--- src/rtl/cpu_dbg_pkg.sv ---
// Shared encodings for the CPU run/debug sequencer.
package cpu_dbg_pkg;

    localparam int STATE_W        = 3;
    localparam int RST_CYCLES_DEF = 2;

    typedef enum logic [STATE_W-1:0] {
        ST_HALTED  = 3'd0,
        ST_RUN     = 3'd1,
        ST_STEP    = 3'd2,
        ST_BREAK   = 3'd3,
        ST_HLTSTOP = 3'd4,
        ST_RSTSEQ  = 3'd5
    } run_state_e;

endpackage

--- src/rtl/rise_det.sv ---
// Rising-edge detector; the history flop resets high so a level held through reset never fires.
module rise_det (
    input  logic clk,
    input  logic reset,
    input  logic level,
    output logic pulse
);

    logic prev;

    always_ff @(posedge clk) begin
        if (reset) prev <= 1'b1;
        else       prev <= level;
    end

    assign pulse = level & ~prev;

endmodule

--- src/rtl/cpu_run_ctrl.sv ---
// Run/debug sequencer: gates CPU advance (CE) for free run, counted step,
// PC breakpoint, halt-instruction stop and a timed CPU reset.
module cpu_run_ctrl
    import cpu_dbg_pkg::*;
#(
    parameter int CNT_W      = 16,
    parameter int RST_CYCLES = RST_CYCLES_DEF
) (
    input  logic               CLK,
    input  logic               RESET,
    input  logic               RUN_REQ,
    input  logic               HALT_REQ,
    input  logic               STEP_REQ,
    input  logic               RST_REQ,
    input  logic [7:0]         STEP_CNT,
    input  logic               BP_EN,
    input  logic [7:0]         BP_ADDR,
    input  logic [7:0]         NextPC,
    input  logic               HALT_INST,
    output logic               CE,
    output logic               CPU_RST,
    output logic [STATE_W-1:0] STATE,
    output logic               BP_HIT,
    output logic [7:0]         STEPS_LEFT,
    output logic [CNT_W-1:0]   RETIRED
);

    localparam int RC_W = (RST_CYCLES > 1) ? $clog2(RST_CYCLES) : 1;

    logic run_e, halt_e, step_e, rst_e;

    rise_det u_run  (.clk(CLK), .reset(RESET), .level(RUN_REQ),  .pulse(run_e));
    rise_det u_halt (.clk(CLK), .reset(RESET), .level(HALT_REQ), .pulse(halt_e));
    rise_det u_step (.clk(CLK), .reset(RESET), .level(STEP_REQ), .pulse(step_e));
    rise_det u_rst  (.clk(CLK), .reset(RESET), .level(RST_REQ),  .pulse(rst_e));

    run_state_e       state, nxt_state;
    logic [7:0]       steps_left, nxt_steps;
    logic [RC_W-1:0]  rst_cnt, nxt_rcnt;
    logic [CNT_W-1:0] retired, nxt_ret;
    logic             bp_skip, nxt_skip;
    logic             ce;

    assign ce = (state == ST_RUN) || (state == ST_STEP);

    always_ff @(posedge CLK) begin
        if (RESET) begin
            state      <= ST_HALTED;
            steps_left <= '0;
            rst_cnt    <= '0;
            retired    <= '0;
            bp_skip    <= 1'b0;
        end else begin
            state      <= nxt_state;
            steps_left <= nxt_steps;
            rst_cnt    <= nxt_rcnt;
            retired    <= nxt_ret;
            bp_skip    <= nxt_skip;
        end
    end

    always_comb begin
        nxt_state = state;
        nxt_steps = steps_left;
        nxt_rcnt  = rst_cnt;
        nxt_ret   = retired;
        nxt_skip  = bp_skip;
        // Any advancing cycle retires one instruction and consumes the breakpoint skip.
        if (ce) begin
            nxt_skip = 1'b0;
            if (retired != '1) nxt_ret = retired + CNT_W'(1);
        end
        if (rst_e) begin
            nxt_state = ST_RSTSEQ;
            nxt_ret   = '0;
            nxt_steps = '0;
            nxt_skip  = 1'b0;
            nxt_rcnt  = RC_W'(RST_CYCLES - 1);
        end else begin
            case (state)
                ST_HALTED, ST_BREAK: begin
                    if (!halt_e) begin
                        if (step_e) begin
                            nxt_state = ST_STEP;
                            nxt_steps = (STEP_CNT == 8'd0) ? 8'd1 : STEP_CNT;
                        end else if (run_e) begin
                            nxt_state = ST_RUN;
                        end
                        // Leaving a breakpoint must execute the instruction it stopped on.
                        if ((step_e || run_e) && state == ST_BREAK) nxt_skip = 1'b1;
                    end
                end
                ST_RUN: begin
                    if (halt_e)                                          nxt_state = ST_HALTED;
                    else if (HALT_INST)                                  nxt_state = ST_HLTSTOP;
                    else if (BP_EN && NextPC == BP_ADDR && !bp_skip)     nxt_state = ST_BREAK;
                end
                ST_STEP: begin
                    nxt_steps = steps_left - 8'd1;
                    if (halt_e)                  nxt_state = ST_HALTED;
                    else if (HALT_INST)          nxt_state = ST_HLTSTOP;
                    else if (steps_left == 8'd1) nxt_state = ST_HALTED;
                end
                ST_HLTSTOP: ;
                ST_RSTSEQ: begin
                    if (rst_cnt == '0) nxt_state = ST_HALTED;
                    else               nxt_rcnt  = rst_cnt - RC_W'(1);
                end
                default: nxt_state = ST_HALTED;
            endcase
        end
    end

    assign CE         = ce;
    assign CPU_RST    = (state == ST_RSTSEQ);
    assign STATE      = state;
    assign BP_HIT     = (state == ST_BREAK);
    assign STEPS_LEFT = steps_left;
    assign RETIRED    = retired;

endmodule

--- config.mk ---
export PLATFORM = sky130hd
export DESIGN_NAME = cpu_run_ctrl
export DESIGN_NICKNAME = d
export VERILOG_FILES = /design/src/rtl/cpu_dbg_pkg.sv /design/src/rtl/rise_det.sv /design/src/rtl/cpu_run_ctrl.sv
export SDC_FILE = /design/constraint.sdc
export NUM_CORES = 1
export LEC_CHECK = 0
export ABC_AREA = 1
export BUFFER_PORTS_ARGS = -buffer_cell sky130_fd_sc_hd__buf_2
export CAP_MARGIN = 20
export CELL_PAD_IN_SITES_DETAIL_PLACEMENT = 1
export CELL_PAD_IN_SITES_GLOBAL_PLACEMENT = 2
export CORE_MARGIN = 4
export CORE_UTILIZATION = 29
export DETAILED_ROUTE_END_ITERATION = 8
export GPL_TIMING_DRIVEN = 0
export HOLD_SLACK_MARGIN = 0.06
export PLACE_DENSITY = 0.92
export SLEW_MARGIN = 10
export SYNTH_ARGS = -nofsm -noshare
export SYNTH_HDL_FRONTEND = slang
export SYNTH_HIERARCHICAL = 1
export SYNTH_SLANG_ARGS = --single-unit
--- constraint.sdc ---
create_clock -name CLK -period 2.22 [get_ports CLK]
set_clock_uncertainty 0.05 [all_clocks]
set_input_delay 0.111 -clock CLK [delete_from_list [all_inputs] [get_ports CLK]]
set_output_delay 0.111 -clock CLK [all_outputs]
set_load 0.01 [all_outputs]
# Word-level counts from Yosys, hierarchy flattened
# Cells that the tools add are included.
[word_totals] regBits=33 inputBits=32 out_inout_bits=30 wordCells=81
[op_classes] n_addsub=3 eq_ne=20 n_mux=23 bitwise=9 n_reduce_logical=16
[ops] cell="$mux 3" count=11
[ops] cell="$mux 8" count=3
[ops] cell="$add 16x1->16 const B" count=1
[ops] cell="$ne 16x16->1 const B" count=1
[ops] cell="$pmux 8 s2" count=1
[ops] cell="$pmux 3 s5" count=1
[ops] cell="$reduce_and 6->1" count=2
[ops] cell="$ne 5x4->1 const B" count=2
[ops] cell="$ne 3x3->1 const B" count=3
[ops] cell="$eq 8x1->1 const B" count=1
[ops] cell="$eq 8x8->1" count=1
[ops] cell="$logic_not 8->1" count=1
[ops] cell="$ne 2x2->1 const B" count=4
[ops] cell="$ne 4x3->1 const B" count=2
[ops] cell="$sub 8x1->8 const B" count=1
[ops] cell="$mux 1" count=7
[ops] cell="$eq 3x2->1 const B" count=2
[ops] cell="$eq 3x3->1 const B" count=2
[ops] cell="$not 1->1" count=5
[ops] cell="$and 1x1->1" count=4
[ops] cell="$ne 4x4->1 const B" count=1
[ops] cell="$reduce_bool 2->1" count=2
[ops] cell="$reduce_or 2->1" count=2
[ops] cell="$eq 3x1->1 const B" count=1
[ops] cell="7 further kinds" count=10

# Logic depth before layout (Yosys ltp)
# Gate-level depths: netlist of run 1.
[depth] depth_word=8 mapped_depth=11 ltp_nobuf=11

# Modules after synthesis
# The synthesis of run 1 kept the hierarchy.
[modules_own_cells] module="cpu_run_ctrl" instances=1 cells_per_inst=301 area_per_inst_um2=1936.9 seq_area_each_um2=580.6
[modules_own_cells] module="rise_det" instances=4 cells_per_inst=5 area_per_inst_um2=37.5 seq_area_each_um2=20.0

# Worst setup path after synthesis of run 1
# No wires, ideal clock.
[synth_path] path_type="register to register" startpoint="register retired[0] (netlist: RETIRED[0])" endpoint="register retired[9] (netlist: RETIRED[9])" setup_ps=122 t_arrival_ps=1457 t_required_ps=2048 slack_ps=591 path_stages_with_launch=11 path_buffers=1 synth_period_minus_slack_ps=1629 cell_sequence="dfxtp_1 ha_1 nand2_1 inv_2 nand2_2 nor2_2 nand3_2 nand2_4 buf_6 o21ai_0 nor3b_2"
[synth_between] elab_chain_cells=2 word_cells_on_any_way=3 cone_classes="add/sub: 1; eq/ne: 1; reduce/logical: 1"
[synth_lines] element="start, declared" line_no="cpu_run_ctrl.sv:40" rtl="logic [CNT_W-1:0] retired, nxt_ret;"
[synth_lines] element="start signal, assigned" line_no="cpu_run_ctrl.sv:57" rtl="retired <= nxt_ret;"
[synth_lines] element="parallel branches: the longest is 2 deep, another holds $add 16x1->16"
# Several ways; the timed one is not identified.
# A chain may end at the register's enable or synchronous reset.

# Final worst setup path of run 1
[layout_path] startpoint="register retired[0] (netlist: RETIRED[0])" endpoint="register retired[11] (netlist: RETIRED[11])"
# The elaborated chain is that of the path after synthesis.

==> results of run 1 <==
[through the flow]
step	hold slack, ns	util [%]
2_1_floorplan	0.130	-
3_3_place_gp	0.257	36.4
3_5_place_dp	0.266	36.4
4_1_cts	0.143	39.5
5_1_grt	0.171	39.5
6_report	0.145	39.5
[cell type report]
class | count | area share (%)
tap | 96 | 4.41
inverter | 55 | 7.76
buffer | 5 | 1.33
multi-input combinational | 228 | 43.2
clock buffer | 5 | 2.52
clock inverter | 3 | 2.39
sequential | 33 | 24.2
timing repair buffer | 69 | 14.1
[how the worst min path moves through the flow]
stage                      from                          to  slack, ns  depth (start not counted)
finish              STEP_CNT[7]  STEPS_LEFT[7]$_SDFFE_PP0P_       0.15                          5
global route        STEP_CNT[6]  STEPS_LEFT[6]$_SDFFE_PP0P_       0.17                          3
CTS                 STEP_CNT[7]  STEPS_LEFT[7]$_SDFFE_PP0P_       0.14                          5
detailed placement      RUN_REQ       u_run/prev$_SDFF_PP1_       0.27                          3
global placement        RST_REQ       u_rst/prev$_SDFF_PP1_       0.26                          3
floorplan                 RESET        rst_cnt$_SDFFE_PP0P_       0.13                          1
[Yosys cell counts]
master / number
a211oi_1: 1
a21oi_1: 23
a31o_2: 1
a31oi_1: 2
buf_2: 2
buf_6: 2
clkbuf_1: 1
clkinv_1: 1
dfxtp_1: 33
ha_1: 3
inv_1: 48
inv_2: 4
inv_4: 2
nand2_1: 68
nand2_2: 6
nand2_4: 3
nand3_1: 18
nand3_2: 3
nand3b_1: 1
nand4_1: 6
nor2_1: 36
nor2_2: 7
nor2_4: 1
nor3_1: 9
nor3_2: 1
nor3b_2: 3
nor4_1: 1
o21a_1: 1
o21ai_0: 20
o21ai_1: 3
o221ai_1: 1
o22ai_1: 1
xnor2_1: 4
xor2_1: 5
[metal layers]
layer	track usage, %	part of all wire (%)
met5	0	0
met3	4.06	4.2
met1	18.4	45
met4	2.69	0.79
met2	27.3	50
[power breakdown]
part / internal (W) / switching, W / leakage (nW)
Combinational: 0.000409 / 0.000729 / 0.929
Clock: 0.000446 / 0.000242 / 0.0681
Sequential: 0.000673 / 0.000101 / 0.269
[sequential cells by signal, indices dropped and copies added, names as in the netlist]
| name | flops |
|---|---|
| RETIRED | 16 |
| STEPS_LEFT | 8 |
| STATE | 3 |
| bp_skip | 1 |
| rst_cnt | 1 |
| u_halt/prev | 1 |
| u_rst/prev | 1 |
| u_run/prev | 1 |
| u_step/prev | 1 |
[worst max-delay path, cell delays in order, from the launching register on]
cell and delay, ns:
dfxtp_1 0.42, ha_1 0.20, nand2_1 0.09, inv_2 0.10
nand2_2 0.05, nor2_2 0.17, nand3_2 0.13, nand2_4 0.11
inv_4 0.05, buf_6 0.14, a31oi_1 0.12, nor2_1 0.05
[kinds of logic (layout without fill, tap and decap cells)]
family,Yosys count,after routing
simple gates,163,163
fa+ha+maj,3,3
buf+inv,60,137
flops,33,33
compound gates,53,53
xor+xnor,9,9
[placed cells by master (no fill, tap or decap), types with 6 or more instances in the layout]
cell type       n
nand4_1         6
nand2_1        68
nor2_1         36
o21ai_0        20
dfxtp_1        33
a21oi_1        23
nor2_2          7
nand2_2         6
buf_2          63
dlygate4sd3_1   8
nor3_1          9
inv_1          48
nand3_1        18
[timing repair]
item	CTS	global route
hold buffers	8	0
gates resized for setup	0	0
setup buffers	0	0
hold endpoints to repair	7	0
==> results.cfg, run 1 <==
[timing]
setup_violations = 0
worstMarginPinSlew_ns = 0.532
setup_tns_ns = 0
hold_viol = 0
post-route-period-util_pct = 81.0
final-max-slew-violation-count = 0
rsz0062_at_grt = false
fmaxAchievable_mhz = 556
finalCriticalPeriod_ns = 1.80
slew-limit-headroom_pct = 64.5
setup_slack_ns = 0.422

[logic_synthesis]
avgSynthCellArea_um2 = 6.50
synth.largest_area_cell = dfxtp_1
syn_nets = 356
synth-seq-cells = 33
syn_area_um2 = 2090
yosysSeqAreaShare_pct = 31.7
synth_area_leaders = dfxtp_1, nand2_1, inv_1, nor2_1, a21oi_1
synthMuxAreaShare_pct = 0
netlist-cell-type-count = 34
yosys.area_share.simple_pct = 37.4
yosys_warnings = 6
synth_compound_area_share_pct = 13.5
synthAdderAreaFrac_pct = 1.80
synthCells = 321
synth_xor_area_share_pct = 3.78
synth_top_family_by_area = simple AND/OR/NAND/NOR gates
synth_top_area_share_pct = 31.7

[setup_path]
endpoint = RETIRED[11]$_SDFFE_PP0P_
r2r-end = RETIRED[11]$_SDFFE_PP0P_
r2r_start = RETIRED[0]$_SDFFE_PP0P_
path_max_fanout = 10
cp_data_required_time_ns = 2.36
cp-end-kind = register
r2r_setup_slack_ns = 0.42
crit_arrival_ns = 1.93
cp-start-kind = register
critical_path_class = register to register
startpoint = RETIRED[0]$_SDFFE_PP0P_
r2r.worst_path.cells = 11

[route]
drt_iter0_markers = 62
vias = 2286
firstDrtPassIters = 4
drtAntennaViolNets = 0
drt-total-wl_mm = 6.19
vias_per_cell = 4.63
post-route-drc-count = 0
wl_per_cell_um = 12.5

[pwr]
p_total_w = 0.00260
p_per_area_nw_per_um2 = 954
p_leak_nw = 1.27
ir_drop_v = 0.000508

[place]
portBuffers = 61
dp_hpwl_mm = 4.89
dpl.cell_count = 478
placed_cell_area_um2 = 2510
place_congestion = 0.824
dp_slack_ns = 0.405

[die]
rows = 30
coreArea_um2 = 6910
dieWidth_um = 92.8
die_area_um2 = 8620
initial_utilization_pct = 30.2
fp.dieH_um = 92.8
ios = 62

[global_routing]
groute.usage.overall_pct = 15.2
gr-total-overflow = 0
grt_pass1_vias = 2365
grt_max_degree = 12
grt_first_pass_wirelength_mm = 10.8
antenna_found_initial = 0

[cells_and_area]
fillers = 957
final_cells = 494
nets = 432
register_area_um2 = 661
num_antenna_cells = 0
area_delta_synth_final_pct = 30.6
multi_input_area_um2 = 1180
design_area_um2 = 2730
drive_gt1_share_pct = 26.1

[outcome]
outcome = complete, no violations

[cts]
cts_root_buf = clkbuf_8
cts_tree = built
clk_pin_slew_ns = 0.08
clk_latency_ns = 0.28
cts_buffers = 5
cts_sinks = 33
cts_buffer_depth = 2
htree_levels = 2

[min_path]
min_path_type = input port to register

[run]
maxCapViolations = 0
Note: power is estimated with default switching activity, not from simulation.
==> run 2, diff against run 1 <==
--- a/config.mk
+++ b/config.mk
@@ -11,11 +11,11 @@
 export CELL_PAD_IN_SITES_DETAIL_PLACEMENT = 1
 export CELL_PAD_IN_SITES_GLOBAL_PLACEMENT = 2
 export CORE_MARGIN = 4
-export CORE_UTILIZATION = 29
+export CORE_UTILIZATION = 27
 export DETAILED_ROUTE_END_ITERATION = 8
 export GPL_TIMING_DRIVEN = 0
 export HOLD_SLACK_MARGIN = 0.06
-export PLACE_DENSITY = 0.92
+export PLACE_DENSITY = 0.87
 export SLEW_MARGIN = 10
 export SYNTH_ARGS = -nofsm -noshare
 export SYNTH_HDL_FRONTEND = slang
==> constraint.sdc (replaced) <==
create_clock -name CLK -period 1.67 [get_ports CLK]
set_clock_uncertainty 0.05 [all_clocks]
set_input_delay 0.0835 -clock CLK [delete_from_list [all_inputs] [get_ports CLK]]
set_output_delay 0.0835 -clock CLK [all_outputs]
set_load 0.01 [all_outputs]
==> results.cfg, run 2 (same netlist as run 1, synthesis figures left out) <==
[outcome]
outcome = complete, no violations

[pwr]
seqPwrFrac_pct = 29.5
switchingPower_w = 0.00150
pwr-share-comb_pct = 47.1
ir_drop_v = 0.000503
p_leak_nw = 1.31
clkPwrFrac_pct = 23.4
p_per_area_nw_per_um2 = 1220
internal_power_w = 0.00200
sw_frac_of_total_pct = 42.9

[die]
rows = 31
initial_utilization_pct = 28.3
coreArea_um2 = 7370
ios = 62
die_area_um2 = 9200
fp.dieH_um = 95.9
dieWidth_um = 95.9

[cts]
cts_root_buf = clkbuf_8
clk_latency_ns = 0.30
htree_levels = 2
cts_sinks = 33
cts_tree = built
cts_buffer_depth = 2
clk_pin_slew_ns = 0.07
cts_buffers = 5

[route]
post-route-drc-count = 0
drtAntennaViolNets = 0
vias_per_cell = 4.63
drt-total-wl_mm = 6.52
firstDrtPassIters = 4
vias = 2346
wl_per_cell_um = 12.9
drt_iter0_markers = 51

[cells_and_area]
design_area_um2 = 2860
nets = 442
num_antenna_cells = 0
largest_register_ff_count = 16
final_common_cell = nand2_1
area_delta_synth_final_pct = 37.1
layout_common_cells = nand2_1, buf_2, inv_1
drive_gt1_share_pct = 31.1

[setup_path]
cp-end-kind = register
r2r_start = RETIRED[0]$_SDFFE_PP0P_
r2r-end = RETIRED[9]$_SDFFE_PP0P_
path_max_fanout = 10
r2r.worst_path.cells = 10
path_common_cell = nand2_2
worstPathCellList = ha_4, nand2_2, inv_2, nand2_2, nor2_4, nand3_4, nand2_4, buf_6, o21ai_0, nor3b_2
critical_path_class = register to register
slowest_delay_ns = 0.35
r2r_setup_slack_ns = 0.04
crit_slowest_cell = dfxtp_2
crit_arrival_ns = 1.76
cp-start-kind = register
cp_data_required_time_ns = 1.80

[global_routing]
grt_first_pass_wirelength_mm = 11.1
grt_pass1_vias = 2402
antenna_found_initial = 0
grt_max_degree = 11
gr-total-overflow = 0
groute.usage.overall_pct = 15.3

[place]
dp_slack_ns = -0.112
dp_hpwl_mm = 4.93
place_congestion = 0.828
portBuffers = 61
placed_cell_area_um2 = 2520

[timing]
slew-limit-headroom_pct = 70.7
hold_viol = 0
setup_slack_ns = 0.0420
post-route-period-util_pct = 97.5
rsz0062_at_grt = true
setup_violations = 0
finalCriticalPeriod_ns = 1.63
fmaxAchievable_mhz = 614
final-max-slew-violation-count = 0
worstMarginPinSlew_ns = 0.435

[min_path]
hold_path_depth = 5
hp-start = STEP_CNT[7]
min_path_type = input port to register
hold_end = STEPS_LEFT[7]$_SDFFE_PP0P_

[run]
maxCapViolations = 0
-- run 2: worst max-delay path, delay by kind of cell (launching register included) --
family,cells,cell delay (ns)
buf+inv,2,0.24
simple gates,6,0.64
compound gates,1,0.09
fa+ha+maj,1,0.14
flops,1,0.35
-- run 2: how the worst max path moves through the flow --
stage	startpoint	endpoint	slack, ns	depth (start not counted)
3_3_place_gp	RETIRED[1]$_SDFFE_PP0P_	RETIRED[9]$_SDFFE_PP0P_	-0.12	10
6_report	RETIRED[0]$_SDFFE_PP0P_	RETIRED[9]$_SDFFE_PP0P_	0.04	10
2_1_floorplan	RETIRED[0]$_SDFFE_PP0P_	RETIRED[9]$_SDFFE_PP0P_	0.04	10
3_5_place_dp	RETIRED[0]$_SDFFE_PP0P_	RETIRED[9]$_SDFFE_PP0P_	-0.11	10
5_1_grt	RETIRED[0]$_SDFFE_PP0P_	RETIRED[11]$_SDFFE_PP0P_	-0.05	11
4_1_cts	RETIRED[1]$_SDFFE_PP0P_	RETIRED[9]$_SDFFE_PP0P_	0.02	10
-- run 2: layout make-up --
class	instances	area (um^2)
Sequential cell	33	667
Clock buffer	7	86.3
Fill cell	980	4510
Multi-Input combinational cell	228	1230
Clock inverter	1	30.0
Timing Repair Buffer	79	468
Buffer	5	37.5
Tap cell	99	124
Inverter	55	215
-- run 2: per-layer routing --
metal | global-route usage (%) | up-vias | part of all wire (%)
met2 | 26.8 | 37 | 51
met1 | 18.9 | 1107 | 44
met5 | 0 | - | 0
li1 | - | 1195 | -
met3 | 2.74 | 7 | 3.9
met4 | 4.98 | 0 | 1.3
-- run 2: power by group through the flow --
| stage | clock network [W] | registers (W) | logic, W |
|---|---|---|---|
| floorplan | 0 | 0.00107 | 0.00103 |
| global placement | 0 | 0.00104 | 0.00149 |
| detailed placement | 0 | 0.00105 | 0.00153 |
| CTS | 0.000837 | 0.00102 | 0.00161 |
| global route | 0.000876 | 0.00105 | 0.00186 |
| finish | 0.000819 | 0.00103 | 0.00165 |
-- run 2: what timing repair did --
item	CTS	global route
endpoints found under the hold margin	7	0
buffers inserted	3	4
resized for setup	4	18
pin swaps	1	2
setup endpoints to repair	14	22
hold buffers	11	0
-- run 2: metrics by stage --
step	total power (W)	TNS [ns]	std cells	utilization, %	hold slack (ns)
floorplan	0.00209	0	321	-	0.103
global placement	0.00254	-1.02	481	34.1	0.229
detailed placement	0.00258	-0.957	481	34.1	0.239
CTS	0.00346	0	503	37.7	0.112
global route	0.00379	-0.220	507	38.8	0.119
finish	0.00350	0	507	38.8	0.104
==> run 3, diff against run 2 <==
--- a/config.mk
+++ b/config.mk
@@ -5,17 +5,16 @@
 export SDC_FILE = /design/constraint.sdc
 export NUM_CORES = 1
 export LEC_CHECK = 0
-export ABC_AREA = 1
 export BUFFER_PORTS_ARGS = -buffer_cell sky130_fd_sc_hd__buf_2
 export CAP_MARGIN = 20
 export CELL_PAD_IN_SITES_DETAIL_PLACEMENT = 1
 export CELL_PAD_IN_SITES_GLOBAL_PLACEMENT = 2
 export CORE_MARGIN = 4
-export CORE_UTILIZATION = 27
+export CORE_UTILIZATION = 28
 export DETAILED_ROUTE_END_ITERATION = 8
 export GPL_TIMING_DRIVEN = 0
 export HOLD_SLACK_MARGIN = 0.06
-export PLACE_DENSITY = 0.87
+export PLACE_DENSITY = 0.86
 export SLEW_MARGIN = 10
 export SYNTH_ARGS = -nofsm -noshare
 export SYNTH_HDL_FRONTEND = slang
==> results.cfg, run 3 <==
[setup_path]
worstPathCellList = buf_6, or3b_4, or3_4, o32ai_4, a21o_1, a211oi_2
path_max_fanout = 5
slowest_delay_ns = 0.41
cp-start-kind = register
worst_path_dominant_cell_family = simple AND/OR/NAND/NOR gates
cp-end-kind = register
cp.buffers_inverters = 1
r2r_setup_slack_ns = -0.12
crit_slowest_cell = or3b_4
crit_arrival_ns = 1.91
critical_path_class = register to register
cp_data_required_time_ns = 1.79

[cells_and_area]
area_delta_synth_final_pct = 45.4
drive_gt1_share_pct = 43.5
nets = 348
largest_register_ff_count = 16
register_area_um2 = 677
num_antenna_cells = 0
final_common_cell = buf_2
layout_common_cells = buf_2, nor2_1, dfxtp_1
fillers = 783
multi_input_area_um2 = 1310

[pwr]
p_leak_nw = 1.15
ir_drop_v = 0.000485
p_per_area_nw_per_um2 = 1300

[global_routing]
groute.usage.overall_pct = 16.4
grt_pass1_vias = 2105
antenna_found_initial = 0
grt_max_degree = 11
gr-total-overflow = 0
grt_first_pass_wirelength_mm = 10.3

[die]
dieWidth_um = 89.6
coreArea_um2 = 6420
fp.dieH_um = 89.6
die_area_um2 = 8030
rows = 29
initial_utilization_pct = 29.0
ios = 62

[cts]
htree_levels = 2
clk_latency_ns = 0.29
cts_sinks = 33
cts_tree = built
cts_buffer_depth = 2
cts_buffers = 5
clk_pin_slew_ns = 0.07
cts_root_buf = clkbuf_8

[timing]
worstMarginPinSlew_ns = 0.648
fmaxAchievable_mhz = 558
slew-limit-headroom_pct = 56.7
post-route-period-util_pct = 107
hold_viol = 0
rsz0062_at_grt = true
final-max-slew-violation-count = 0
setup_slack_ns = -0.122
setup_violations = 7
hold_ws_ns = 0.0802
finalCriticalPeriod_ns = 1.79

[logic_synthesis]
synth-edff-count = 0
ys.flop_type = dfxtp_1
yosysSeqAreaShare_pct = 35.4
synthArstFlopShare_pct = 0
netlist-cell-type-count = 48
synth-seq-cells = 33
syn_nets = 261
synthCells = 226
synth_common_cells = dfxtp_1, nor2_1, nand2_1, xor2_1, a21oi_1
synth_most_common_cell = dfxtp_1
synth_area_leaders = dfxtp_1, xor2_1, nor2_1, a21oi_1, nand2_1
synth.largest_area_cell = dfxtp_1
yosys_warnings = 6
syn_area_um2 = 1860
synth_top_area_share_pct = 35.4
avgSynthCellArea_um2 = 8.25

[place]
dp_hpwl_mm = 4.50
portBuffers = 61
dp_slack_ns = -0.508
place_congestion = 0.827

[min_path]
min_path_type = input port to register

[route]
post-route-drc-count = 0
drtAntennaViolNets = 0
vias_per_cell = 5.14
wl_per_cell_um = 16.2
drt_iter0_markers = 52
drt-total-wl_mm = 6.31
firstDrtPassIters = 4
vias = 2006

[outcome]
violations = negative setup slack
outcome = finished, violations left

[run]
maxCapViolations = 0
-- run 3: per-stage QoR --
step	TNS (ns)	instance area [um^2]	total power, W	cells	utilization [%]
after floorplan	-0.134	1870	0.00199	226	-
after global placement	-6.49	2270	0.00239	364	35.4
after detailed placement	-6.88	2270	0.00243	364	35.4
after CTS	-0.573	2530	0.00325	384	39.4
after global routing	-1.27	2710	0.00380	390	42.2
final	-0.297	2710	0.00353	390	42.2
-- run 3: kinds of logic after synthesis --
group / count (synthesis) / share of synthesized area [%]
DFF: 33 / 35.4
adders and majority gates: 3 / 2.01
AOI/OAI and AO/OA: 57 / 21.1
and+or+nand+nor: 103 / 29.3
buffers and inverters: 11 / 3.22
xor gates and xnor gates: 19 / 8.93
-- run 3: path summary, 6_finish.rpt --
path / depth (start not counted) / from / to
hold / removal: 3 / STEP_CNT[3] / STEPS_LEFT[3]$_SDFFE_PP0P_
hold reg to reg: 2 / rst_cnt$_SDFFE_PP0P_ / rst_cnt$_SDFFE_PP0P_
setup / recovery: 6 / STATE[1]$_SDFFE_PP0P_ / STATE[1]$_SDFFE_PP0P_
setup reg to reg: 6 / STATE[1]$_SDFFE_PP0P_ / STATE[1]$_SDFFE_PP0P_
-- run 3: tightest hold or removal path, cell delays in order --
cell and delay, ns:
buf_2 0.11, o21ai_2 0.12, a211oi_1 0.05
-- run 3: final cells by class --
| type | count | share of cell area (%) |
|---|---|---|
| Clock buffer | 7 | 3.19 |
| Timing Repair Buffer | 81 | 17.7 |
| Inverter | 4 | 0.554 |
| Sequential cell | 33 | 25.0 |
| Buffer | 6 | 1.85 |
| Multi-Input combinational cell | 182 | 48.2 |
| Tap cell | 77 | 3.55 |
-- run 3: what timing repair did --
action	in CTS	in global routing
hold buffers	6	0
cloned	0	0
hold endpoints to repair	7	0
pin swaps	7	12
buffers inserted	8	6
gates resized for setup	17	44
setup endpoints to repair	26	27
-- run 3: per-layer routing --
metal  routed length (um)  track usage (%)  vias up
li1                     -                -      993
met1                 2750             19.8      962
met2                 3200             29.0       42
met3                  269             3.28        9
met4                   88             5.28        0
met5                    0                0        -
-- run 3: report_power, final --
group / switching [W] / internal [W] / total, W
Sequential: 0.000142 / 0.000905 / 0.00105
Combinational: 0.00102 / 0.000834 / 0.00186
Clock: 0.000296 / 0.000327 / 0.000623
